`src/rtl/acquisition_sequencer.sv`:
```
// Acquisition sequencer: resets the comparator, arms TriggerControl, then gates
// POST_TRIG_SAMPLES capture cycles; optional auto-trigger under `ACQ_AUTO_TRIG_EN.
module acquisition_sequencer #(
  parameter int POST_TRIG_SAMPLES = 1024,
  parameter int CNT_W             = 16,
  parameter int COMP_RESET_CYCLES = 4,
  parameter int HOLDOFF_CYCLES    = 64,
  parameter int TIMEOUT_CYCLES    = 4096,
  parameter int TRIG_CNT_W        = 16
) (
  input  logic                  clk,
  input  logic                  module_reset,
  input  logic                  start_cmd,
  input  logic                  stop_cmd,
  input  logic                  continuous,
  input  logic                  triggered_in,
  input  logic                  fifo_full,
  output logic                  armed_out,
  output logic                  manual_reset_out,
  output logic                  manual_trigger_out,
  output logic                  capture_en,
  output logic                  acq_done,
  output logic                  overflow,
  output logic [TRIG_CNT_W-1:0] trig_count,
  output logic [2:0]            state_out
);

  localparam logic [2:0] S_IDLE     = 3'd0;
  localparam logic [2:0] S_COMP_RST = 3'd1;
  localparam logic [2:0] S_ARMED    = 3'd2;
  localparam logic [2:0] S_CAPTURE  = 3'd3;
  localparam logic [2:0] S_HOLDOFF  = 3'd4;
  localparam logic [2:0] S_DONE     = 3'd5;

  localparam logic [CNT_W-1:0] CR_LAST  = CNT_W'(COMP_RESET_CYCLES - 1);
  localparam logic [CNT_W-1:0] CAP_LAST = CNT_W'(POST_TRIG_SAMPLES - 1);
  localparam logic [CNT_W-1:0] HO_LAST  = CNT_W'(HOLDOFF_CYCLES - 1);

  if (POST_TRIG_SAMPLES < 1 || COMP_RESET_CYCLES < 1 || HOLDOFF_CYCLES < 1 ||
      TIMEOUT_CYCLES < 1) begin : g_bad_params
    $error("acquisition_sequencer: cycle-count parameters must be >= 1");
  end

  logic [2:0]            r_state;
  logic [2:0]            w_next;
  logic [CNT_W-1:0]      r_cnt;
  logic [CNT_W-1:0]      w_cnt_last;
  logic                  w_cnt_done;
  logic                  w_restart;
  logic                  w_trig_accept;
  logic                  w_ovf_set;
  logic                  w_mtrig;
  logic                  r_armed;
  logic                  r_mreset;
  logic                  r_mtrig;
  logic                  r_cap;
  logic                  r_done;
  logic                  r_ovf;
  logic [TRIG_CNT_W-1:0] r_trig_cnt;

  // One phase counter serves all timed states; it restarts on every state change.
  always_comb begin
    w_cnt_last = '0;
    case (r_state)
      S_COMP_RST: w_cnt_last = CR_LAST;
      S_CAPTURE:  w_cnt_last = CAP_LAST;
      S_HOLDOFF:  w_cnt_last = HO_LAST;
      default:    w_cnt_last = '0;
    endcase
  end

  assign w_cnt_done = (r_cnt == w_cnt_last);

  always_ff @(posedge clk or posedge module_reset) begin
    if (module_reset) begin
      r_state <= S_IDLE;
      r_cnt   <= '0;
    end else begin
      r_state <= w_next;
      r_cnt   <= (w_next != r_state) ? '0 : r_cnt + CNT_W'(1);
    end
  end

  always_comb begin
    w_next = r_state;
    if (stop_cmd) begin
      w_next = S_IDLE;
    end else begin
      case (r_state)
        S_IDLE, S_DONE: if (start_cmd) w_next = S_COMP_RST;
        S_COMP_RST:     if (w_cnt_done) w_next = S_ARMED;
        S_ARMED:        if (triggered_in) w_next = S_CAPTURE;
        S_CAPTURE: begin
          if (fifo_full)       w_next = S_DONE;
          else if (w_cnt_done) w_next = continuous ? S_HOLDOFF : S_DONE;
        end
        S_HOLDOFF:      if (w_cnt_done) w_next = S_COMP_RST;
        default:        w_next = S_IDLE;
      endcase
    end
  end

  // Events are derived from the chosen transition so stop_cmd masks them all.
  always_comb begin
    w_restart     = (r_state == S_IDLE || r_state == S_DONE) && (w_next == S_COMP_RST);
    w_trig_accept = (r_state == S_ARMED) && (w_next == S_CAPTURE);
    w_ovf_set     = (r_state == S_CAPTURE) && fifo_full && (w_next == S_DONE);
  end

`ifdef ACQ_AUTO_TRIG_EN
  localparam logic [CNT_W-1:0] TMO_LAST = CNT_W'(TIMEOUT_CYCLES - 1);
  localparam logic [CNT_W-1:0] TMO_SAT  = CNT_W'(TIMEOUT_CYCLES);
  logic [CNT_W-1:0] r_tmo;

  // Saturates after firing so a single pulse is issued per ARMED visit.
  always_ff @(posedge clk or posedge module_reset) begin
    if (module_reset)                                 r_tmo <= '0;
    else if (r_state != S_ARMED || w_next != S_ARMED) r_tmo <= '0;
    else if (r_tmo != TMO_SAT)                        r_tmo <= r_tmo + CNT_W'(1);
  end

  assign w_mtrig = (r_state == S_ARMED) && (w_next == S_ARMED) && (r_tmo == TMO_LAST);
`else
  assign w_mtrig = 1'b0;
`endif

  always_ff @(posedge clk or posedge module_reset) begin
    if (module_reset) begin
      r_armed    <= 1'b0;
      r_mreset   <= 1'b0;
      r_mtrig    <= 1'b0;
      r_cap      <= 1'b0;
      r_done     <= 1'b0;
      r_ovf      <= 1'b0;
      r_trig_cnt <= '0;
    end else begin
      r_armed  <= (w_next == S_ARMED);
      r_mreset <= (w_next == S_COMP_RST);
      r_cap    <= (w_next == S_CAPTURE);
      r_done   <= (w_next == S_DONE);
      r_mtrig  <= w_mtrig;
      if (w_restart) begin
        r_ovf      <= 1'b0;
        r_trig_cnt <= '0;
      end else begin
        if (w_ovf_set)     r_ovf      <= 1'b1;
        if (w_trig_accept) r_trig_cnt <= r_trig_cnt + TRIG_CNT_W'(1);
      end
    end
  end

  assign armed_out          = r_armed;
  assign manual_reset_out   = r_mreset;
  assign manual_trigger_out = r_mtrig;
  assign capture_en         = r_cap;
  assign acq_done           = r_done;
  assign overflow           = r_ovf;
  assign trig_count         = r_trig_cnt;
  assign state_out          = r_state;

endmodule

```
`config.mk`:
```
export PLATFORM = sky130hd
export DESIGN_NAME = acquisition_sequencer
export DESIGN_NICKNAME = d
export VERILOG_FILES = /design/src/rtl/acquisition_sequencer.sv
export SDC_FILE = /design/constraint.sdc
export NUM_CORES = 1
export LEC_CHECK = 0
export BUFFER_PORTS_ARGS = -buffer_cell sky130_fd_sc_hd__buf_2
export CAP_MARGIN = 20
export CELL_PAD_IN_SITES_DETAIL_PLACEMENT = 1
export CELL_PAD_IN_SITES_GLOBAL_PLACEMENT = 1
export CORE_MARGIN = 4
export CORE_UTILIZATION = 30
export CTS_CLUSTER_SIZE = 25
export DETAILED_ROUTE_END_ITERATION = 10
export PLACE_DENSITY = 0.63
export SLEW_MARGIN = 10
export SYNTH_ARGS = -nofsm -noshare
export SYNTH_HDL_FRONTEND = slang
export SYNTH_SLANG_ARGS = --single-unit
```
`constraint.sdc`:
```
create_clock -name clk -period 5.2 [get_ports clk]
set_input_delay 0.26 -clock clk [delete_from_list [all_inputs] [get_ports clk]]
set_output_delay 0.26 -clock clk [all_outputs]
set_load 0.005 [all_outputs]
```
==> impl_metrics.env, run 1 <==
export IMPL_outcome="completed"
export IMPL_io_pins=32
export IMPL_finalHoldViolCount=0
export IMPL_yosysWarnings=0
export IMPL_cp_top_family="compound AO/OA/AOI/OAI gates"
export IMPL_met1_length_um=2560
export IMPL_ir_worst_vdd_uv=131
export IMPL_synthesis_area_sq_mm=0.00218
export IMPL_synth_top_family_by_area="simple AND/OR/NAND/NOR gates"
export IMPL_cts_setup_buffers=0
export IMPL_wl_per_cell_um=14.8
export IMPL_clock_latency_ns=0.29
export IMPL_drv_cap=0
export IMPL_path_class="reg2reg"
export IMPL_grt_pass1_wl_um=8960
export IMPL_cpMaxStageDelayCell="dfrtp_1"
export IMPL_rsz0062_at_grt="false"
export IMPL_start_util_pct=31.4
export IMPL_wl_um=5340
export IMPL_clk_pin_slew_ns=0.08
export IMPL_antenna_cells=0
export IMPL_arrival_ns=3.09
export IMPL_cp_max_fo=16
export IMPL_dp_hpwl_um=3770
export IMPL_ctsRootBufferMaster="clkbuf_8"
export IMPL_synth_xor_area_share_pct=7.62
export IMPL_worstHoldPathType="in2async"
export IMPL_gp_congestion=0.814
export IMPL_cts_path_max_buffers=2
export IMPL_cts_sinks=40
export IMPL_yosys_register_bits=40
export IMPL_grtUsageTotal_pct=12.8
export IMPL_grt_pass1_vias=1840
export IMPL_critical_path_cell_count=7
export IMPL_path_cells="and3b_1 -> o21ba_1 -> o2111a_4 -> a211o_2 -> nand3_1 -> a211o_1 -> nor2_1"
export IMPL_h_tree_depth=2
export IMPL_cts_buffers_inserted=5
export IMPL_yosysUniqueCellTypes=47
export IMPL_routed_top_layer="met4"
export IMPL_synthFlopType="dfrtp_1"
export IMPL_fin_skew_ns=0.00956
export IMPL_power_density_mw_per_mm2=412
export IMPL_synth_simple_area_share_pct=24.6
export IMPL_tightestPinTransition_ns=0.542
export IMPL_grt_max_degree=41
export IMPL_cpPeakStageDelay_ns=0.66
export IMPL_worstPathRequired_ns=5.34
export IMPL_synthAdderAreaFrac_pct=1.15
export IMPL_syn_to_final_growth_pct=16.6
export IMPL_grt_antenna_before_repair=0
export IMPL_final_area_sq_mm=0.00254
export IMPL_core_area_sq_mm=0.00694
export IMPL_totalNegativeSetupSlack_ns=0
export IMPL_dr_pass1_iters=4
export IMPL_die_x_um=93.3
export IMPL_vias=1788
export IMPL_power_leakage_nw=1.20
export IMPL_io_buffers=30
export IMPL_synth_nets=242
export IMPL_holdBufCountCts=0
export IMPL_placed_area_sq_mm=0.00242
export IMPL_avgSynthCellArea_sq_um=9.37
export IMPL_start_kind="flop"
export IMPL_clock_fmax_mhz=339
export IMPL_rows=30
export IMPL_grt_overflow_total=0
export IMPL_endpoint_kind="flop"
export IMPL_critPathBufInv=0
export IMPL_whs_ns=0.0962
export IMPL_drcViolationCount=0
export IMPL_crit_path_start="state_out[2]"
export IMPL_timing_final_crit_share_pct=56.7
export IMPL_synthCells=233
export IMPL_post_cts_resized=0
export IMPL_synth_edf_count=0
export IMPL_synthMuxAreaShare_pct=2.41
export IMPL_r2r_start="state_out[2]"
export IMPL_nNetsFinal=272
export IMPL_dr_first_iter_drc_count=94
export IMPL_reg2reg_depth=7
export IMPL_drive_gt1_share_pct=18.2
export IMPL_maxSlewViolCount=0
export IMPL_async_flop_share_pct=100
export IMPL_min_period_ns=2.95
export IMPL_wl_met2_um=2610
export IMPL_drt_vias_per_instance=4.97
export IMPL_dieHeight_um=93.3
export IMPL_synth_compound_area_share_pct=14.3
export IMPL_cts_tree="yes"
export IMPL_relSlewSlack_pct=63.9
export IMPL_setup_viol_count_final=0
export IMPL_die_area_sq_mm=0.00871
export IMPL_wl_met3_um=133
export IMPL_synth_yosys_seq_area_share_pct=45.8
export IMPL_antenna_left=0
## synthesized netlist by cell type (2+ instances only)
library cell	instances	area (sq um)
dfrtp_1	40	1000
nor2_1	28	105
nand2_1	21	78.8
a21oi_1	15	75.1
nand3_1	15	75.1
xor2_1	15	131
inv_1	9	33.8
nand4_1	8	50.1
nor3_1	6	30.0
o21ai_0	6	30.0
o31ai_1	5	37.5
and3_1	4	25.0
buf_2	4	20.0
o211ai_1	4	30.0
or3_1	4	25.0
xnor2_1	4	35.0
and2_1	3	18.8
mux2i_1	3	30.0
nand2b_1	3	18.8
or4_1	3	22.5
a31oi_1	2	12.5
and4_1	2	17.5
clkbuf_1	2	7.51
ha_1	2	25.0
mux2_2	2	22.5
nor4_1	2	12.5
## report_power, final
part	switching [mW]	internal (mW)	total, mW
logic	0.247	0.132	0.378
clock network	0.110	0.169	0.279
registers	0.0492	0.342	0.391
total	0.406	0.643	1.05
## through the flow
stage	setup slack, ns	cells	total power, mW	util (%)
2_1_floorplan	2.75	233	0.683	-
3_3_place_gp	2.30	352	0.777	34.8
3_5_place_dp	2.23	352	0.782	34.8
4_1_cts	2.21	360	1.07	36.6
5_1_grt	1.99	360	1.13	36.6
6_report	2.25	360	1.05	36.6
## flip-flops by register name, summed over array words and instances (netlist names)
| name | count |
|---|---|
| manual_reset_out | 1 |
| trig_count | 16 |
| state_out | 3 |
| r_cnt | 16 |
| armed_out | 1 |
| overflow | 1 |
| capture_en | 1 |
| acq_done | 1 |
## logic make-up after synthesis
family / after synthesis
XOR/XNOR: 19
other: 1
AO/OA/AOI/OAI: 44
multiplexers: 5
AND/OR/NAND/NOR: 104
buffers and inverters: 18
adder cells (fa/ha/maj): 2
flip-flops: 40
## cell usage in the layout (no fill, tap or decap), types with 2 or more instances in the layout
master and count:
xor2_1 15, nand2_1 21, or3_1 4, inv_1 9, and3_1 4, nor4_1 2
o21ai_0 6, dfrtp_1 40, clkbuf_8 7, a21oi_1 15, o31ai_1 5, and2_1 3
mux2_2 2, nand4_1 8, nand2b_1 3, nor3_1 6, o211ai_1 4, buf_2 30
a31oi_1 2, xnor2_1 4, and4_1 2, ha_1 2, or4_1 3, nand3_1 15
mux2i_1 3, nor2_1 28, buf_4 2
## tightest hold or removal path, cell delays in order
cell,delay (ns)
buf_2,0.09
inv_1,0.04
buf_4,0.44
## cell type report
cell class,count,area [sq um]
Fill cell,831,4400
Multi-Input combinational cell,175,1100
Tap cell,96,120
Inverter,9,33.8
Clock buffer,7,96.3
Timing Repair Buffer,32,165
Clock inverter,1,30.0
Sequential cell,40,1000
## worst paths after layout
check / slack, ns / end
worst min-delay path: 0.1 / trig_count[0]
min in group clk: 0.27 / state_out[1]
worst min register to register: 0.52 / r_cnt[0]
worst max-delay path: 2.25 / r_cnt[11]
max in group asynchronous: 4.73 / trig_count[5]
worst max register to register: 2.25 / r_cnt[11]
## metal layers
layer,vias to the layer above,track usage (%)
met5,-,0
met4,0,3.54
met3,2,2.65
met2,17,21.7
met1,885,16.5
li1,884,-
Note: power is estimated with default switching activity, not from simulation.
==> inputs of run 2 (changes only) <==
clock period = 2.9 ns   (was 5.2 ns; I/O delays follow)
==> run 2 against run 1 <==
Net effect: utilization rose by 0.67 points; register-to-register slack got worse by 2.0 ns; setup slack got worse by 2.0 ns; clock power rose by 68%; critical path depth rose by 2; maximum frequency rose by 12%; wire length fell by 0.60%; largest cell class unchanged; highest routed layer unchanged.
==> impl_metrics.env, run 2 (synthesis gave the netlist of run 1 again) <==
export IMPL_multi_input_area_sq_mm=0.00110
export IMPL_grt_overflow_total=0
export IMPL_whs_endpoint="state_out[1]"
export IMPL_r2r_start="r_cnt[2]"
export IMPL_die_x_um=93.3
export IMPL_io_buffers=30
export IMPL_cp_max_fo=12
export IMPL_arrival_ns=2.81
export IMPL_cts_tree="yes"
export IMPL_dr_first_iter_drc_count=88
export IMPL_nNetsFinal=279
export IMPL_ctsRootBufferMaster="clkbuf_8"
export IMPL_grt_pass1_vias=1851
export IMPL_cts_sinks=40
export IMPL_drv_cap=0
export IMPL_wl_per_cell_um=14.5
export IMPL_placed_area_sq_mm=0.00246
export IMPL_reg2reg_depth=9
export IMPL_seq_area_sq_mm=0.00100
export IMPL_rsz0062_at_grt="false"
export IMPL_worstPathRequired_ns=3.08
export IMPL_power_mw=1.89
export IMPL_grt_antenna_before_repair=0
export IMPL_worstHoldPathType="in2reg"
export IMPL_grt_pass1_wl_um=9120
export IMPL_endpoint_kind="flop"
export IMPL_power_density_mw_per_mm2=729
export IMPL_whs_ns=0.153
export IMPL_utilization_pct=37.3
export IMPL_rows=30
export IMPL_clk_pin_slew_ns=0.08
export IMPL_syn_to_final_growth_pct=18.7
export IMPL_gp_congestion=0.846
export IMPL_dr_pass1_iters=4
export IMPL_die_area_sq_mm=0.00871
export IMPL_totalNegativeSetupSlack_ns=0
export IMPL_drt_vias_per_instance=4.99
export IMPL_wl_um=5310
export IMPL_vias=1832
export IMPL_start_util_pct=31.4
export IMPL_grtUsageTotal_pct=13.2
export IMPL_cts_path_max_buffers=2
export IMPL_reg2reg_to="trig_count[2]"
export IMPL_drive_gt1_share_pct=20.3
export IMPL_clock_fmax_mhz=380
export IMPL_clock_latency_ns=0.30
export IMPL_cts_buffers_inserted=5
export IMPL_antenna_cells=0
export IMPL_layout_common_cells="dfrtp_1, buf_2, nor2_1"
export IMPL_relSlewSlack_pct=65.2
export IMPL_ir_worst_vdd_uv=314
export IMPL_h_tree_depth=2
export IMPL_core_area_sq_mm=0.00694
export IMPL_fin_skew_ns=0.0161
export IMPL_power_leakage_nw=1.23
export IMPL_hold_depth=2
export IMPL_maxSlewViolCount=0
export IMPL_nFillCells=838
export IMPL_drcViolationCount=0
export IMPL_finalHoldViolCount=0
export IMPL_dieHeight_um=93.3
export IMPL_grt_max_degree=41
export IMPL_final_common_cell="dfrtp_1"
export IMPL_worstHoldStart="stop_cmd"
export IMPL_timing_final_ws_setup_ns=0.268
export IMPL_setup_viol_count_final=0
export IMPL_start_kind="flop"
export IMPL_io_pins=32
export IMPL_final_area_sq_mm=0.00259
export IMPL_r2r_setup_slack_ns=0.27
export IMPL_timing_final_crit_share_pct=90.8
export IMPL_path_class="reg2reg"
export IMPL_tightestPinTransition_ns=0.522
export IMPL_fin_cells=367
export IMPL_dp_cells=358
export IMPL_place_ws_ns=0.193
export IMPL_min_period_ns=2.63
export IMPL_outcome="completed"
export IMPL_dp_hpwl_um=3940
export IMPL_antenna_left=0
==> run 2: layer usage <==
layer  vias up  part of all wire, %  global-route usage, %
met5         -                    0                      0
met3         2                  2.7                   3.22
met2        19                   49                   21.4
met1       913                   48                   17.2
li1        898                    -                      -
met4         0                 0.85                   4.03
==> run 2: worst max-delay path, stage by stage (launching register included) <==
cell and delay (ns):
dfrtp_1 0.45, or4_1 0.55, nor3_2 0.15, o2111a_4 0.30, a211o_2 0.28, nand3_1 0.16
buf_4 0.18, nor3_1 0.16, buf_4 0.22, nor2_1 0.07
==> run 2: worst max-delay path by stage <==
stage	start	endpoint	slack, ns	depth (start not counted)
finish	r_cnt[2]	trig_count[2]	0.27	9
global route	r_cnt[2]	trig_count[1]	0.06	9
CTS	r_cnt[2]	r_cnt[2]	0.17	7
detailed placement	r_cnt[2]	r_cnt[2]	0.19	7
global placement	r_cnt[2]	r_cnt[4]	0.25	7
floorplan	state_out[1]	r_cnt[10]	0.45	10
==> run 2: final cells by class <==
cell class,instances,share of cell area (%)
multi-input combinational,175,42.4
sequential,40,38.6
timing repair buffer,39,8.50
tap,96,4.64
clock buffer,5,2.66
clock inverter,3,1.83
inverter,9,1.30
==> run 2: where the power goes <==
| part | total, mW | switching (mW) | internal [mW] |
|---|---|---|---|
| registers | 0.671 | 0.0565 | 0.614 |
| clock network | 0.469 | 0.210 | 0.259 |
| logic | 0.749 | 0.483 | 0.266 |
==> run 2: repair_timing <==
| action | in CTS | in global routing |
|---|---|---|
| hold buffers | 1 | 0 |
| setup endpoints to repair | 0 | 16 |
| gates resized for setup | 0 | 1 |
| endpoints found under the hold margin | 40 | 0 |
| buffers inserted | 0 | 0 |
